--- src/rtl/hazard_pkg.sv ---
// Shared register-file geometry and producer latency codes for decode and the
// issue-side hazard scoreboard.
package hazard_pkg;

   localparam int unsigned NUM_REGS = 32;
   localparam int unsigned REG_W    = 5;
   localparam int unsigned LAT_W    = 3;

   // Stall cycles a consumer issued right behind the producer must wait
   localparam logic [LAT_W-1:0] LAT_ALU  = LAT_W'(0);
   localparam logic [LAT_W-1:0] LAT_LOAD = LAT_W'(1);
   localparam logic [LAT_W-1:0] LAT_MUL  = LAT_W'(3);

endpackage

--- src/rtl/hazard_scoreboard_if.sv ---
// ID-stage issue handshake between decode (master) and the hazard scoreboard (slave).
interface hazard_scoreboard_if;
   import hazard_pkg::*;

   logic             id_valid;
   logic [REG_W-1:0] id_rs1;
   logic [REG_W-1:0] id_rs2;
   logic             id_rs1_used;
   logic             id_rs2_used;
   logic [REG_W-1:0] id_rd;
   logic             id_regwrite;
   logic [LAT_W-1:0] id_lat;
   logic             id_ready;

   modport master (
      output id_valid, id_rs1, id_rs2, id_rs1_used, id_rs2_used,
             id_rd, id_regwrite, id_lat,
      input  id_ready
   );

   modport slave (
      input  id_valid, id_rs1, id_rs2, id_rs1_used, id_rs2_used,
             id_rd, id_regwrite, id_lat,
      output id_ready
   );

endinterface

--- src/rtl/hazard_scoreboard_sb_count_cell.sv ---
// One register's countdown until its in-flight result becomes forwardable.
module sb_count_cell
   import hazard_pkg::*;
(
   input  logic             clk,
   input  logic             rst_n,
   input  logic             flush,
   input  logic             load,
   input  logic [LAT_W-1:0] load_val,
   output logic [LAT_W-1:0] cnt,
   output logic             busy
);

   // Flush beats a new producer; a new producer beats the running decrement
   always_ff @(posedge clk or negedge rst_n) begin
      if (!rst_n) begin
         cnt <= '0;
      end else if (flush) begin
         cnt <= '0;
      end else if (load) begin
         cnt <= load_val;
      end else if (cnt != '0) begin
         cnt <= cnt - LAT_W'(1);
      end
   end

   assign busy = (cnt != '0);

endmodule

--- src/rtl/hazard_scoreboard.sv ---
// Issue-side scoreboard: stalls ID until sources are forwardable and keeps
// variable-latency writebacks to the same register in order.
module hazard_scoreboard
   import hazard_pkg::*;
#(
   parameter int unsigned CNT_W = 16
) (
   input  logic                 clk,
   input  logic                 rst_n,
   input  logic                 flush,
   hazard_scoreboard_if.slave   id,
   output logic [NUM_REGS-1:0]  busy_mask,
   output logic [CNT_W-1:0]     stall_cycles
);

   logic [LAT_W-1:0] cnt [NUM_REGS];
   logic             raw;
   logic             waw;
   logic             fire_wr;

   // Hazard checks use pre-update counters, so rd == rs never self-stalls
   always_comb begin
      raw = 1'b0;
      waw = 1'b0;
      if (id.id_rs1_used && (id.id_rs1 != '0) && (cnt[id.id_rs1] != '0)) raw = 1'b1;
      if (id.id_rs2_used && (id.id_rs2 != '0) && (cnt[id.id_rs2] != '0)) raw = 1'b1;
      if (id.id_regwrite && (id.id_rd != '0) && (cnt[id.id_rd] > id.id_lat)) waw = 1'b1;
   end

   assign id.id_ready = rst_n && !flush && !raw && !waw;
   assign fire_wr     = id.id_valid && id.id_ready && id.id_regwrite && (id.id_rd != '0);

   assign cnt[0]       = '0;
   assign busy_mask[0] = 1'b0;

   for (genvar r = 1; r < NUM_REGS; r++) begin : g_cell
      sb_count_cell u_cell (
         .clk      (clk),
         .rst_n    (rst_n),
         .flush    (flush),
         .load     (fire_wr && (id.id_rd == REG_W'(r))),
         .load_val (id.id_lat),
         .cnt      (cnt[r]),
         .busy     (busy_mask[r])
      );
   end

   // Saturating count of cycles an instruction sat at ID without issuing
   always_ff @(posedge clk or negedge rst_n) begin
      if (!rst_n) begin
         stall_cycles <= '0;
      end else if (id.id_valid && !id.id_ready && (stall_cycles != '1)) begin
         stall_cycles <= stall_cycles + CNT_W'(1);
      end
   end

endmodule

--- src/flat_wrapper.sv ---
// flat-port wrapper written by rule: the top's interface ports become plain ports
module hazard_scoreboard_flat import hazard_pkg::*;
#(
   parameter int unsigned CNT_W = 16
)
  (clk, rst_n, flush, busy_mask, stall_cycles, id_id_valid, id_id_rs1, id_id_rs2, id_id_rs1_used, id_id_rs2_used, id_id_rd, id_id_regwrite, id_id_lat, id_id_ready);
  hazard_scoreboard_if id_i ();
  input  logic clk;
  input  logic rst_n;
  input  logic flush;
  output logic [NUM_REGS-1:0] busy_mask;
  output logic [CNT_W-1:0] stall_cycles;
  input wire logic [$bits(id_i.id_valid)-1:0] id_id_valid;
  input wire logic [$bits(id_i.id_rs1)-1:0] id_id_rs1;
  input wire logic [$bits(id_i.id_rs2)-1:0] id_id_rs2;
  input wire logic [$bits(id_i.id_rs1_used)-1:0] id_id_rs1_used;
  input wire logic [$bits(id_i.id_rs2_used)-1:0] id_id_rs2_used;
  input wire logic [$bits(id_i.id_rd)-1:0] id_id_rd;
  input wire logic [$bits(id_i.id_regwrite)-1:0] id_id_regwrite;
  input wire logic [$bits(id_i.id_lat)-1:0] id_id_lat;
  output wire logic [$bits(id_i.id_ready)-1:0] id_id_ready;
  assign id_i.id_valid = id_id_valid;
  assign id_i.id_rs1 = id_id_rs1;
  assign id_i.id_rs2 = id_id_rs2;
  assign id_i.id_rs1_used = id_id_rs1_used;
  assign id_i.id_rs2_used = id_id_rs2_used;
  assign id_i.id_rd = id_id_rd;
  assign id_i.id_regwrite = id_id_regwrite;
  assign id_i.id_lat = id_id_lat;
  assign id_id_ready = id_i.id_ready;
  hazard_scoreboard #(.CNT_W(CNT_W)) u_core (.clk(clk), .rst_n(rst_n), .flush(flush), .id(id_i), .busy_mask(busy_mask), .stall_cycles(stall_cycles));
endmodule
--- config.mk ---
export PLATFORM = sky130hd
export DESIGN_NAME = hazard_scoreboard_flat
export DESIGN_NICKNAME = d
export VERILOG_FILES = /design/src/rtl/hazard_pkg.sv /design/src/rtl/hazard_scoreboard_if.sv /design/src/rtl/hazard_scoreboard_sb_count_cell.sv /design/src/rtl/hazard_scoreboard.sv /design/src/flat_wrapper.sv
export SDC_FILE = /design/constraint.sdc
export NUM_CORES = 1
export LEC_CHECK = 0
export CORE_MARGIN = 4
export CORE_UTILIZATION = 60
export DETAILED_ROUTE_END_ITERATION = 7
export GPL_TIMING_DRIVEN = 1
export PLACE_DENSITY = 0.82
export SLEW_MARGIN = 15
export SYNTH_ARGS = -nofsm -noshare
export SYNTH_HDL_FRONTEND = slang
export SYNTH_SLANG_ARGS = --single-unit
--- constraint.sdc ---
create_clock -name clk -period 6.85 [get_ports clk]
set_input_delay 1.37 -clock clk [delete_from_list [all_inputs] [get_ports clk]]
set_output_delay 1.37 -clock clk [all_outputs]
set_load 0.05 [all_outputs]
==> impl_metrics.prom <==
# TYPE chip_impl_metric gauge
chip_impl_info{name="outcome",value="finished clean"} 1
chip_impl_metric{name="insertedDiodeCount",unit=""} 0
chip_impl_info{name="dominantRegCellSynth",value="dfrtp_1"} 1
chip_impl_info{name="cts_tree",value="yes"} 1
chip_impl_metric{name="floorplan.io_pins",unit=""} 74
chip_impl_metric{name="post_synthesis_instance_area",unit="µm²"} 9265
chip_impl_metric{name="post-layout-total-power",unit="mW"} 5.185
chip_impl_metric{name="first_pass_grt_wire_length",unit="µm"} 39010
chip_impl_metric{name="hold_ws",unit="ns"} 0.5196
chip_impl_metric{name="async_reset_ff_share",unit="%"} 100.0
chip_impl_metric{name="worstSkewPairLatency",unit="ns"} 0.36
chip_impl_metric{name="vdd_ir_drop_max",unit="mV"} 0.3679
chip_impl_metric{name="route.detailed.vias_per_inst",unit=""} 6.264
chip_impl_metric{name="core_area",unit="µm²"} 15150
chip_impl_metric{name="dpl.cell_count",unit=""} 1222
chip_impl_info{name="post-synth-top-area-cell",value="dfrtp_1"} 1
chip_impl_metric{name="sequential_to_total_area_share_from_yosys_stat",unit="%"} 29.44
chip_impl_metric{name="worst_r2r_path_depth",unit=""} 12
chip_impl_metric{name="yosys.cell_types.count",unit=""} 61
chip_impl_metric{name="cts.repair_timing.setup_buffer_count",unit=""} 0
chip_impl_metric{name="fmaxAchievable",unit="MHz"} 155.8
chip_impl_metric{name="ctsHtreeMaxLevel",unit=""} 3
chip_impl_metric{name="detailedRoute.firstPassIterationCount",unit=""} 6
chip_impl_metric{name="dp_hpwl",unit="µm"} 17460
chip_impl_metric{name="synthesized_area_per_cell",unit="µm²"} 8.987
chip_impl_metric{name="crit_fanout",unit=""} 26
chip_impl_info{name="most_frequent_cells_in_the_layout",value="170 x nor2_1, 135 x inv_1, 109 x dfrtp_1"} 1
chip_impl_metric{name="n_fill_cell",unit=""} 1181
chip_impl_metric{name="die_w",unit="µm"} 132.3
chip_impl_metric{name="final_period_minus_worst_setup_slack",unit="ns"} 6.417
chip_impl_info{name="r2r-end",value="u_core.g_cell[27].u_cell.cnt[1]$_DFFE_PN0P_"} 1
chip_impl_info{name="worst_setup_path_start_kind",value="input pin"} 1
chip_impl_info{name="grt_setup_unrepaired",value="no"} 1
chip_impl_metric{name="worst_pin_slew",unit="ns"} 1.071
chip_impl_info{name="hold_path.startpoint",value="u_core.stall_cycles[5]$_DFFE_PN0P_"} 1
chip_impl_metric{name="post_cts_resized",unit=""} 0
chip_impl_metric{name="synthToLayoutAreaGrowth",unit="%"} 10.05
chip_impl_metric{name="timing.setup.tns",unit="ns"} 0
chip_impl_metric{name="num_vias",unit=""} 7755
chip_impl_metric{name="portBuffers",unit=""} 72
chip_impl_metric{name="instances_no_fill",unit=""} 1238
chip_impl_metric{name="number_of_global_route_vias_before_repair",unit=""} 7602
chip_impl_metric{name="timing.final.max_slew_violations",unit=""} 0
chip_impl_metric{name="finish.utilization",unit="%"} 67.32
chip_impl_metric{name="cts.sink_count",unit=""} 109
chip_impl_metric{name="fin_crit_sh",unit="%"} 93.68
chip_impl_metric{name="worst-endpoint-required",unit="ns"} 5.48
chip_impl_metric{name="floorplan.die.height",unit="µm"} 132.3
chip_impl_metric{name="arrival",unit="ns"} 5.05
chip_impl_metric{name="worst_slew_margin_rel",unit="%"} 28.58
chip_impl_info{name="critical_path.reg2reg.startpoint",value="u_core.g_cell[28].u_cell.cnt[1]$_DFFE_PN0P_"} 1
chip_impl_metric{name="ctsHoldBuffers",unit=""} 0
chip_impl_metric{name="synthDominantCellAreaShare",unit="%"} 29.44
chip_impl_metric{name="design.die.area",unit="µm²"} 17490
chip_impl_metric{name="final.setup_skew",unit="ns"} 0.009266
chip_impl_info{name="kind_of_capture_point_of_the_worst_setup_path",value="output port"} 1
chip_impl_metric{name="drt_first_iter_violations",unit=""} 887
chip_impl_metric{name="synth-warning-count",unit=""} 0
chip_impl_metric{name="setup_viol_count_final",unit=""} 0
chip_impl_metric{name="antenna_violating_nets_post_route",unit=""} 0
chip_impl_info{name="clk_root_buffer_cell",value="clkbuf_16"} 1
chip_impl_info{name="criticalPathCategory",value="in -> out"} 1
chip_impl_metric{name="synth_fp_nets",unit=""} 1122
chip_impl_metric{name="cts_made_buffers",unit=""} 9
chip_impl_metric{name="hold_depth",unit=""} 1
chip_impl_metric{name="final_layout_size_suffix_gt1_share",unit="%"} 17.14
chip_impl_metric{name="initial_core_util",unit="%"} 61.17
chip_impl_metric{name="cts.path.max_buffers",unit=""} 2
chip_impl_metric{name="cellLeakagePower",unit="nW"} 4.675
chip_impl_metric{name="r2r_setup_slk",unit="ns"} 2.62
chip_impl_metric{name="finalHoldViolations",unit=""} 0
chip_impl_metric{name="design.final.nets",unit=""} 1136
chip_impl_metric{name="ys_ff_latch",unit=""} 109
chip_impl_metric{name="grt.total_usage",unit="%"} 27.76
chip_impl_metric{name="count_of_flip_flops_with_a_built_in_enable_after_synthesis",unit=""} 0
chip_impl_info{name="synth_top_cells_by_area",value="dfrtp_1 29%, ha_1 8.9%, mux2_2 8.8%"} 1
chip_impl_metric{name="drcViolationCount",unit=""} 0
chip_impl_metric{name="grt.overflow.total",unit=""} 0
chip_impl_metric{name="grt_antenna_before_repair",unit=""} 0
chip_impl_info{name="leading_cell_type_in_the_layout_fill_and_taps_excluded",value="nor2_1"} 1
chip_impl_metric{name="total_wire_length_after_detailed_routing",unit="µm"} 23990
chip_impl_metric{name="finalWeightedCongestion",unit=""} 0.9653
chip_impl_metric{name="worst_setup_hold_path_clk_slew",unit="ns"} 0.08
chip_impl_metric{name="cellPowerDensity",unit="nW/µm²"} 508.6
chip_impl_metric{name="detail_route.wl_per_cell",unit="µm"} 19.38
chip_impl_metric{name="grt_max_degree",unit=""} 97
chip_impl_info{name="hold_path_class",value="reg -> reg"} 1
chip_impl_metric{name="synthesis.instances",unit=""} 1031
chip_impl_info{name="hold_path_end",value="u_core.stall_cycles[5]$_DFFE_PN0P_"} 1
chip_impl_metric{name="drv.max_cap_violation_count",unit=""} 0
chip_impl_metric{name="fp-row-count",unit=""} 45
routing by layer:
layer,vias to the layer above,share of wire [%],GRT usage (%)
met3,87,7.9,5.763
met1,3708,39,34.90
li1,3579,-,-
met2,381,49,47.04
met5,-,0,0
met4,0,4.4,11.09
cell usage after synthesis (24+ instances only):
| cell | number |
|---|---|
| xor2_1 | 43 |
| clkbuf_1 | 40 |
| mux2_2 | 72 |
| dfrtp_1 | 109 |
| mux4_2 | 32 |
| ha_1 | 66 |
| inv_1 | 135 |
| nand3_1 | 25 |
| a21oi_1 | 75 |
| buf_4 | 32 |
| nor3_1 | 27 |
| mux2_4 | 24 |
| nor2_1 | 172 |
final cells by class:
cell class                      instances  area [µm²]  area share, %
Tap cell                              188       235.2          2.307
Inverter                              135       506.7          4.970
Multi-Input combinational cell        704        5608          55.00
Timing Repair Buffer                   86       835.8          8.197
Clock inverter                          7       57.56         0.5645
Sequential cell                       109        2728          26.75
Clock buffer                            9       225.2          2.209
logic make-up (layout without fill, tap and decap cells):
family	Yosys count	count (layout)	synth area share [%]
xor gates and xnor gates	46	46	4.348
buffers and inverters	218	237	10.32
AOI/OAI and AO/OA	131	131	8.940
muxes	131	131	20.74
and+or+nand+nor	329	329	17.26
DFF	109	109	29.44
other	1	1	0.04047
adders and majority gates	66	66	8.913
where the power goes:
group	internal (mW)	switching [mW]	leakage [nW]
clock network	0.252	0.258	0.129
registers	0.914	0.394	1.42
logic	1.47	1.89	3.13
total	2.64	2.55	4.67
per-stage QoR:
stage	setup slack, ns	cell area [µm²]
CTS	0.4613	10200
detailed placement	0.4695	9913
global placement	0.4988	9913
floorplan	0.3521	9265
finish	0.4332	10200
global route	0.1318	10200
critical path: stages:
cell and delay (ns):
buf_2 0.57, mux4_2 0.59, mux4_2 0.49, mux2_2 0.28, ha_1 0.28, nor2b_1 0.13, o21ai_0 0.16, a221oi_1 0.11
nor3b_1 0.40, o31ai_4 0.14, nor2_1 0.33, buf_12 0.19
state kept, by name, indices dropped and copies added (netlist names):
signal                    cells
u_core.g_cell.u_cell.cnt     93
u_core.stall_cycles          16
how the worst max path moves through the flow:
stage           startpoint          end  slack, ns  depth (start not counted)
6_report       id_id_rd[0]  id_id_ready       0.43                         12
5_1_grt        id_id_rd[0]  id_id_ready       0.13                         12
4_1_cts        id_id_rd[0]  id_id_ready       0.46                         12
3_5_place_dp   id_id_rd[0]  id_id_ready       0.47                         12
3_3_place_gp   id_id_rd[0]  id_id_ready       0.50                         12
2_1_floorplan  id_id_rd[0]  id_id_ready       0.35                         12
Note: power is estimated with default switching activity, not from simulation.
